### src/rtl/progmem_loader.sv
// rtl/progmem_loader.sv - UART byte stream to Avalon program-memory image loader (optional PROGMEM_LOADER_CHECKSUM_EN)
module progmem_loader #(
  parameter int          ADDR_W    = 13,
  parameter int unsigned MAX_WORDS = 8192
) (
  input  logic              clk,
  input  logic              rst_n,
  input  logic [7:0]        s_data,
  input  logic              s_valid,
  output logic              s_ready,
  output logic [ADDR_W-1:0] m_address,
  output logic              m_write,
  output logic [31:0]       m_writedata,
  output logic [3:0]        m_byteenable,
  input  logic              m_waitrequest,
  output logic              cpu_rst_n,
  output logic              done,
  output logic              error
);

  typedef enum logic [3:0] {
    SYNC0, SYNC1, LEN0, LEN1, DATA, WRITE, CSUM, DONE, ERROR
  } state_t;

`ifdef PROGMEM_LOADER_CHECKSUM_EN
  localparam state_t TAIL = CSUM;
  logic [7:0] csum;
`else
  localparam state_t TAIL = DONE;
`endif

  state_t      state, state_nxt;
  logic [1:0]  byte_cnt;
  logic [15:0] word_cnt;
  logic [15:0] len;
  logic [23:0] word_buf;
  logic        fire;
  logic [15:0] len_full;
  logic        last_word;

  assign fire         = s_valid && s_ready;
  assign len_full     = {s_data, len[7:0]};
  assign last_word    = (word_cnt == len - 16'd1);
  assign m_byteenable = 4'hF;

  // Next-state decode and per-state handshake outputs
  always_comb begin
    state_nxt = state;
    s_ready   = 1'b0;
    m_write   = 1'b0;
    done      = 1'b0;
    case (state)
      SYNC0: begin
        s_ready = 1'b1;
        if (fire && s_data == 8'hA5) state_nxt = SYNC1;
      end
      SYNC1: begin
        s_ready = 1'b1;
        if (fire) begin
          if (s_data == 8'h5A)      state_nxt = LEN0;
          else if (s_data != 8'hA5) state_nxt = SYNC0;
        end
      end
      LEN0: begin
        s_ready = 1'b1;
        if (fire) state_nxt = LEN1;
      end
      LEN1: begin
        s_ready = 1'b1;
        if (fire) begin
          if (len_full == 16'd0)                state_nxt = TAIL;
          else if (32'(len_full) > MAX_WORDS)   state_nxt = ERROR;
          else                                  state_nxt = DATA;
        end
      end
      DATA: begin
        s_ready = 1'b1;
        if (fire && byte_cnt == 2'd3) state_nxt = WRITE;
      end
      WRITE: begin
        m_write = 1'b1;
        if (!m_waitrequest) state_nxt = last_word ? TAIL : DATA;
      end
      CSUM: begin
        s_ready = 1'b1;
`ifdef PROGMEM_LOADER_CHECKSUM_EN
        if (fire) state_nxt = (s_data == csum) ? DONE : ERROR;
`else
        if (fire) state_nxt = ERROR;
`endif
      end
      DONE: begin
        done      = 1'b1;
        state_nxt = SYNC0;
      end
      ERROR:   state_nxt = SYNC0;
      default: state_nxt = SYNC0;
    endcase
  end

  // State register, datapath capture and sticky status flags
  always_ff @(posedge clk) begin
    if (!rst_n) begin
      state       <= SYNC0;
      byte_cnt    <= 2'd0;
      word_cnt    <= 16'd0;
      len         <= 16'd0;
      word_buf    <= 24'd0;
      m_address   <= '0;
      m_writedata <= 32'd0;
      cpu_rst_n   <= 1'b1;
      error       <= 1'b0;
`ifdef PROGMEM_LOADER_CHECKSUM_EN
      csum        <= 8'd0;
`endif
    end else begin
      state <= state_nxt;
      if (state_nxt == DONE) begin
        cpu_rst_n <= 1'b1;
        error     <= 1'b0;
      end
      if (state_nxt == ERROR) error <= 1'b1;
      case (state)
        SYNC1: if (fire && s_data == 8'h5A) begin
          cpu_rst_n <= 1'b0;
          byte_cnt  <= 2'd0;
`ifdef PROGMEM_LOADER_CHECKSUM_EN
          csum      <= 8'd0;
`endif
        end
        LEN0: if (fire) len[7:0] <= s_data;
        LEN1: if (fire) begin
          len[15:8] <= s_data;
          if (state_nxt == DATA) begin
            word_cnt  <= 16'd0;
            byte_cnt  <= 2'd0;
            m_address <= '0;
          end
        end
        DATA: if (fire) begin
          // Little-endian: earlier bytes shift toward bit 0
          word_buf <= {s_data, word_buf[23:8]};
          byte_cnt <= byte_cnt + 2'd1;
`ifdef PROGMEM_LOADER_CHECKSUM_EN
          csum     <= csum + s_data;
`endif
          if (byte_cnt == 2'd3) m_writedata <= {s_data, word_buf};
        end
        WRITE: if (!m_waitrequest) begin
          m_address <= m_address + {{(ADDR_W-1){1'b0}}, 1'b1};
          word_cnt  <= word_cnt + 16'd1;
        end
        default: ;
      endcase
    end
  end

endmodule

### config.mk
export PLATFORM = sky130hd
export DESIGN_NAME = progmem_loader
export DESIGN_NICKNAME = d
export VERILOG_FILES = /design/src/rtl/progmem_loader.sv
export SDC_FILE = /design/constraint.sdc
export NUM_CORES = 1
export LEC_CHECK = 0
export CORE_MARGIN = 3
export CORE_UTILIZATION = 39
export DETAILED_ROUTE_END_ITERATION = 8
export HOLD_SLACK_MARGIN = 0.12
export SYNTH_ARGS = -nofsm -noshare
export SYNTH_HDL_FRONTEND = slang
export SYNTH_SLANG_ARGS = --single-unit
export TNS_END_PERCENT = 10
### constraint.sdc
create_clock -name clk -period 6.4 [get_ports clk]
set_input_delay 0.64 -clock clk [delete_from_list [all_inputs] [get_ports clk]]
set_output_delay 0.64 -clock clk [all_outputs]
set_load 0.01 [all_outputs]
* Word-level counts from Yosys, hierarchy flattened *
Index checks and enable logic that the tools add are counted.

storage, ports and cells
  output and inout bits = 54
  bits of input ports = 12
  word-level logic and storage cells = 85
  flip-flop bits (word level) = 109

cells by class
  mux-type cells = 34
  reductions and logical operators = 16
  add/sub/neg operators = 4
  $lt $le $gt $ge = 1
  equal/unequal tests = 20

operator list
  operator                 count
  $mux W16                 3
  $mux W4                  11
  $mux W13                 3
  $pmux W16 S2             1
  $pmux W4 S7              1
  $pmux W13 S2             1
  $eq A4 B3 Y1 const B     6
  $add A16 B1 Y16 const B  1
  $eq A16 B16 Y1           1
  $gt A16 B14 Y1 const B   1
  $logic_not A16 Y1        1
  $sub A16 B1 Y16 const B  1
  $add A13 B1 Y13 const B  1
  $mux W2                  5
  $ne A2 B2 Y1 const B     5
  $eq A4 B2 Y1 const B     2
  $eq A8 B7 Y1 const B     1
  $eq A8 B8 Y1 const B     1
  $mux W1                  8
  $ne A8 B8 Y1 const B     1
  $pmux W2 S3              1
  $reduce_and A2 Y1        3
  $reduce_or A6 Y1         1
  $reduce_and A5 Y1        1
  other kinds (10)         14

* Depth between registers and ports, before layout *
Gate-level depths: netlist of run 1.

  word-level depth = 11
  mapped depth = 12

* Least setup slack after synthesis of run 1 *
OpenSTA, ideal clock, no wires.

  path kind = register to register
  from = register len[0]
  to = register word_cnt[14]
  stages on the path, launching flop included = 11
  required time = 6.330 ns
  library setup time = 0.070 ns
  arrival = 2.700 ns
  clock period less this slack = 2.770 ns
  path slack = 3.630 ns
  cells stage by stage = dfxtp_1 > clkbuf_1 > inv_1 > ha_1 > or3b_2 > o41ai_4 > nand3_2 > o21a_4 > buf_6 > or4_1 > a21oi_1

on the way
  cells in the longest elaborated chain, start to end = 8

RTL lines
  what                                                      line    RTL
  start, declared                                           35      logic [15:0] len;
  start signal, assigned                                    131     LEN0: if (fire) len[7:0] <= s_data;
  $sub A16 B1 Y16 / $gt A16 B14 Y1 (equally long branches)  43, 72
  $eq A16 B16 Y1 / $mux W4 (equally long branches)          43, 72
  $mux W2 / $mux W4 (equally long branches)                 82, 71
  $mux W4 (on tied branches)                                82, 70
  $pmux W4 S7 *                                             52      case (state)
  $eq A4 B3 Y1 *                                            134     if (state_nxt == DATA) begin
  $ne A2 B2 Y1 (no source line) *                           --
  $reduce_and A4 Y1 (no source line) *                      --
  end signal, assigned                                      151     word_cnt <= word_cnt + 16'd1;
  end, declared                                             34      logic [15:0] word_cnt;

Every way passes the cells marked *; elsewhere a longest branch is shown, timed or not.
A chain may end at the register's enable or synchronous reset.

* Worst setup path after layout of run 1 *
  from = input s_valid
  to = register m_writedata[31]

on the way
  cells in the longest elaborated chain, start to end = 2

RTL lines
  what                                line  RTL
  start, declared                     9     input logic s_valid,
  $logic_and A1 B1 Y1                 41    assign fire = s_valid && s_ready;
  $reduce_and A3 Y1 (no source line)  --
  end signal, assigned                147   if (byte_cnt == 2'd3) m_writedata <= {s_data, word_buf};
  end, declared                       13    output logic [31:0] m_writedata,

Every way passes these cells.

==> results of run 1 <==
-- final timing paths --
kind / start / slack, ns / to / cells after the start
worst max register to register: state[2] / 3.29 / m_writedata[31] / 5
worst min register to register: byte_cnt[0] / 0.47 / byte_cnt[0] / 1
worst min-delay path: byte_cnt[0] / 0.47 / byte_cnt[0] / 1
worst max-delay path: s_valid / 3.22 / m_writedata[31] / 5
-- metal layers --
layer,up-vias,routed length [um],track usage
met2,72,5840,0.275
met5,-,0,0
li1,2326,-,-
met4,0,108,0.0378
met3,9,556,0.0525
met1,2152,6540,0.259
-- sequential cells by signal, summed over array words and instances (netlist names) --
register	flops
m_writedata	32
word_buf	24
len	16
word_cnt	16
m_address	13
state	4
byte_cnt	2
cpu_rst_n	1
error	1
-- Yosys cell counts, types with 7 or more instances --
cell	number	area, um^2
a21boi_0	64	480
nand3_1	17	85.1
inv_1	7	26.3
or3_1	15	93.8
o21a_1	7	52.6
nand4_1	8	50.1
mux2i_1	10	100
o21ai_0	18	90.1
nor2b_1	15	93.8
a21oi_1	32	160
or4_1	15	113
dfxtp_1	109	2180
nor3_1	10	50.1
xnor2_1	12	105
nand2_1	154	578
clkbuf_1	34	128
nor2_1	24	90.1
o31ai_1	14	105
-- cell type report --
type,instances,area (um^2)
Timing Repair Buffer,63,621
Clock inverter,6,62.6
Tap cell,172,215
Clock buffer,10,239
Sequential cell,109,2180
Multi-Input combinational cell,488,2860
Fill cell,1258,6670
Inverter,7,26.3
-- worst max-delay path, cell delays in order --
cell,delay [ns]
clkdlybuf4s50_1,0.72
and3_1,0.81
nand2_1,0.85
nand2_1,0.26
a21boi_0,0.11
-- cell families after synthesis --
group	Yosys count
buf+inv	49
other cells	1
xor+xnor	18
simple gates	293
mux	10
fa+ha+maj	4
compound gates	159
flops	109
-- power by group --
part	leakage [nW]	internal [mW]	switching [mW]
Sequential	0.878	0.679	0.000635
Clock	0.142	0.285	0.277
Combinational	0.944	0.0184	0.0243
Total	1.96	0.982	0.302
==> summary.txt, run 1 <==
Status
  – Outcome: finished, final reports clean

Setup path
  – Critical path endpoint category: flip-flop
  – Crit-path max FO: 32
  – Worst EP required: 6.63 ns
  – Critical path class: input pin to flip-flop
  – Startpoint types: input pin
  – Data arrival, critical path: 3.41 ns

Placement
  – Hpwl dp: 9080 um
  – Place WS: 2.82 ns
  – Placed cells: 839
  – Port bufs: 61
  – Gpl congestion: 0.869
  – Placed Area: 0.00590 mm^2

Layout
  – Commonest cells after routing, fill and taps aside: nand2_1, dfxtp_1, a21boi_0
  – Syn-to-layout area delta: 18.6%
  – Final Instance Count excl. Fillers: 855
  – Design Area, Final: 0.00620 mm^2
  – Most common cell after layout, fill and taps aside: nand2_1
  – Final core utilization: 0.482
  – Layout cells sized above 1: 0.0454
  – ANT cells: 0
  – Fin nets: 694

Clock network
  – CTS tree: done
  – Post-CTS Setup Inserts: 0
  – Num CTS Buffers: 9
  – CTS Hold Buffers Added: 0
  – Clock transition at path regs: 0.08 ns
  – CTS root buf: clkbuf_16
  – Clock latency on the worst-skew pair: 0.36 ns
  – CTS max path bufs: 2
  – CTS resizes: 0
  – Sink Count: 109
  – Htree depth: 3

Pwr
  – Total power: 1.28 mW
  – Power per cell area: 207 mW/mm^2
  – Static Leak: 1.96 nW
  – VDD IR max: 0.133 mV

Synth
  – Seq cells post-synth: 109
  – Synth async-reset ratio: 0
  – Ys flop type: dfxtp_1
  – Distinct cells, synth: 57
  – Compound-Gate Fraction of Synth Area: 0.213
  – Post-synth EDFFs: 0
  – Portion of netlist area occupied by mux cells: 0.0191
  – Synth Cell Area: 0.00523 mm^2
  – Simple-Gate Fraction of Synth Area: 0.271
  – Mapped Cells: 643
  – Synth Area in XOR/XNOR: 0.0301
  – Register area share after synthesis: 0.417
  – Largest family of logic cells by synthesized area: simple AND/OR/NAND/NOR gates
  – Mean Syn Cell Area: 8.14 um^2
  – Yosys warns: 0
  – Post-synthesis adder-cell area fraction: 0.00956

Routing
  – Vias: 4559
  – 1st-iter DRT viols: 353
  – DR WL/cell: 15.2 um
  – Residual DRC: 0
  – Initial DRT Pass Iterations: 4
  – Via density: 5.33
  – Routed WL: 13000 um
  – Antenna Nets Post-Route: 0

GRT
  – Gr ovfl total: 0
  – Pin count of the biggest net entering global routing: 85
  – Total global routing track utilization: 0.182
  – Vias in the first global route: 4210
  – First-pass GRT wire length: 21700 um
  – Initial antenna violation count: 0

Timing
  – Clk_skew: 0.00934 ns
  – Final setup fails: 0
  – Worst-Margin Slew: 1.20 ns
  – Max Transition Viols Final: 0
  – Slew Limit Headroom: 0.200
  – Fmax: 0.314 GHz
  – Final setup margin: 3.22 ns
  – Min Hold Slack: 0.471 ns
  – Final count of hold timing violations: 0
  – Setup tns final: 0 ns
  – Fin crit share: 0.497
  – Unrepaired setup endpoints after global routing: no
  – Fin crit period: 3.18 ns

Hold path
  – Worst Hold Class: flip-flop to flip-flop

Die
  – CORE AREA: 0.0129 mm^2
  – I/O pin count: 66
  – Initial Utilization: 0.406
  – Die area: 0.0148 mm^2
  – Chip Height: 122 um
  – DIE WIDTH: 122 um
  – Site Rows: 41

Run
  – Max_cap viols: 0
No activity file was read; power rests on OpenSTA's default activity.
==> run 2, diff against run 1 <==
==> constraint.sdc (replaced) <==
create_clock -name clk -period 3.1 [get_ports clk]
set_input_delay 0.31 -clock clk [delete_from_list [all_inputs] [get_ports clk]]
set_output_delay 0.31 -clock clk [all_outputs]
set_load 0.01 [all_outputs]
==> summary.txt, run 2 (synthesized netlist as in run 1, its figures left out) <==
Status
  – Outcome: finished, final reports clean

Timing
  – Final count of hold timing violations: 0 (unchanged)
  – Slew Limit Headroom: 0.397 (+0.197)
  – Fin crit share: 0.929
  – Fmax: 0.347 GHz
  – Fin crit period: 2.88 ns
  – Final setup fails: 0 (unchanged)
  – Max Transition Viols Final: 0 (unchanged)
  – Clk_skew: 0.00820 ns (-0.00114 ns)
  – Unrepaired setup endpoints after global routing: no
  – Worst-Margin Slew: 0.904 ns (-0.295 ns)
  – Min Hold Slack: 0.469 ns (-0.00188 ns)
  – Setup tns final: 0 ns (unchanged)

Layout
  – Most flops, register: m_writedata
  – Register area: 0.00218 mm^2 (unchanged)
  – Design Area, Final: 0.00633 mm^2 (+2.0%)
  – Multi-input gate area: 0.00286 mm^2 (unchanged)
  – Final core utilization: 0.491 (+0.00972)
  – Layout cells sized above 1: 0.0658 (+0.0204)
  – ANT cells: 0 (unchanged)
  – Syn-to-layout area delta: 20.9%
  – Max reg flops: 32 (unchanged)
  – Fill cells: 1264 (+0.48%)
  – Largest regs: m_writedata (32), word_buf (24)
  – Fin nets: 710 (+2.3%)
  – Commonest cells after routing, fill and taps aside: nand2_1, dfxtp_1, a21boi_0
  – Most common cell after layout, fill and taps aside: nand2_1

Placement
  – Port bufs: 61 (unchanged)
  – Placed Area: 0.00602 mm^2 (+2.0%)
  – Gpl congestion: 0.841 (-3.3%)
  – Hpwl dp: 9300 um (+2.5%)

Run
  – Max_cap viols: 0 (unchanged)

GRT
  – First-pass GRT wire length: 21700 um (+0.25%)
  – Pin count of the biggest net entering global routing: 63 (-26%)
  – Initial antenna violation count: 0 (unchanged)
  – Vias in the first global route: 4340 (+3.1%)
  – Total global routing track utilization: 0.181 (-0.000320)
  – Gr ovfl total: 0 (unchanged)

Setup path
  – Data arrival, critical path: 3.16 ns (-0.25 ns)
  – Startpoint types: flip-flop
  – Crit-path max FO: 54 (+69%)
  – Critical path endpoint category: flip-flop
  – Critical path class: flip-flop to flip-flop
  – Worst EP required: 3.38 ns (-3.25 ns)

Routing
  – Residual DRC: 0 (unchanged)
  – Routed WL: 13100 um (+0.84%)
  – Via density: 5.37 (+0.62%)
  – DR WL/cell: 15.1 um (-1.0%)
  – Vias: 4673 (+2.5%)
  – Initial DRT Pass Iterations: 5 (+1)
  – Antenna Nets Post-Route: 0 (unchanged)
  – 1st-iter DRT viols: 307 (-13%)

Clock network
  – Htree depth: 3 (unchanged)
  – Sink Count: 109 (unchanged)
  – CTS resizes: 0 (unchanged)
  – CTS root buf: clkbuf_16
  – Post-CTS Setup Inserts: 0 (unchanged)
  – CTS Hold Buffers Added: 0 (unchanged)
  – Num CTS Buffers: 9 (unchanged)
  – CTS tree: done
  – Clock transition at path regs: 0.08 ns (about the same)
  – CTS max path bufs: 2 (unchanged)
  – Clock latency on the worst-skew pair: 0.36 ns (about the same)

Pwr
  – Static Leak: 2.04 nW (+4.1%)
  – Power per cell area: 427 mW/mm^2 (+110%)
  – VDD IR max: 0.242 mV (+81%)

Die
  – I/O pin count: 66 (unchanged)
  – Chip Height: 122 um (unchanged)
  – Die area: 0.0148 mm^2 (unchanged)
  – Site Rows: 41 (unchanged)
  – Initial Utilization: 0.406 (unchanged)
  – CORE AREA: 0.0129 mm^2 (unchanged)
  – DIE WIDTH: 122 um (unchanged)

Hold path
  – Worst Hold Class: flip-flop to flip-flop
[run 2: path summary, 6_finish.rpt]
path | end | from | cells past startpoint | slack [ns]
worst max-delay path | word_cnt[14] | len[0] | 8 | 0.22
worst min-delay path | m_writedata[29] | m_writedata[29] | 2 | 0.47
worst max register to register | word_cnt[14] | len[0] | 8 | 0.22
worst min register to register | m_writedata[29] | m_writedata[29] | 2 | 0.47
[run 2: routing by layer]
metal | track usage | vias to the layer above | share of wire
met5 | 0 | - | 0
met4 | 0.0525 | 0 | 0.014
met3 | 0.0395 | 15 | 0.053
met2 | 0.260 | 112 | 0.41
met1 | 0.272 | 2190 | 0.52
li1 | - | 2356 | -
[run 2: final cells by class]
| class | instances | share of cell area |
|---|---|---|
| multi-input combinational | 488 | 0.452 |
| sequential | 109 | 0.345 |
| timing repair buffer | 79 | 0.117 |
| clock buffer | 10 | 0.0362 |
| tap | 172 | 0.0340 |
| clock inverter | 6 | 0.0123 |
| inverter | 7 | 0.00415 |
[run 2: critical path: stages, from the launching register on]
cell,delay [ns]
dfxtp_1,0.39
inv_1,0.09
ha_1,0.16
or3b_2,0.51
o41ai_4,0.38
nand3_2,0.16
o21a_4,0.39
or4_1,0.55
a21oi_1,0.16
[run 2: where the power goes]
part	internal, mW	switching [mW]
Combinational	0.0453	0.0508
Clock	0.643	0.560
Sequential	1.40	0.00125
Total	2.09	0.612
[run 2: per-stage QoR]
stage	cells	setup slack [ns]	total power, mW
6_report	871	0.221	2.70
5_1_grt	871	0.00224	2.79
4_1_cts	871	0.235	2.73
3_5_place_dp	855	0.238	1.53
3_3_place_gp	855	0.313	1.53
2_1_floorplan	646	0.330	1.49
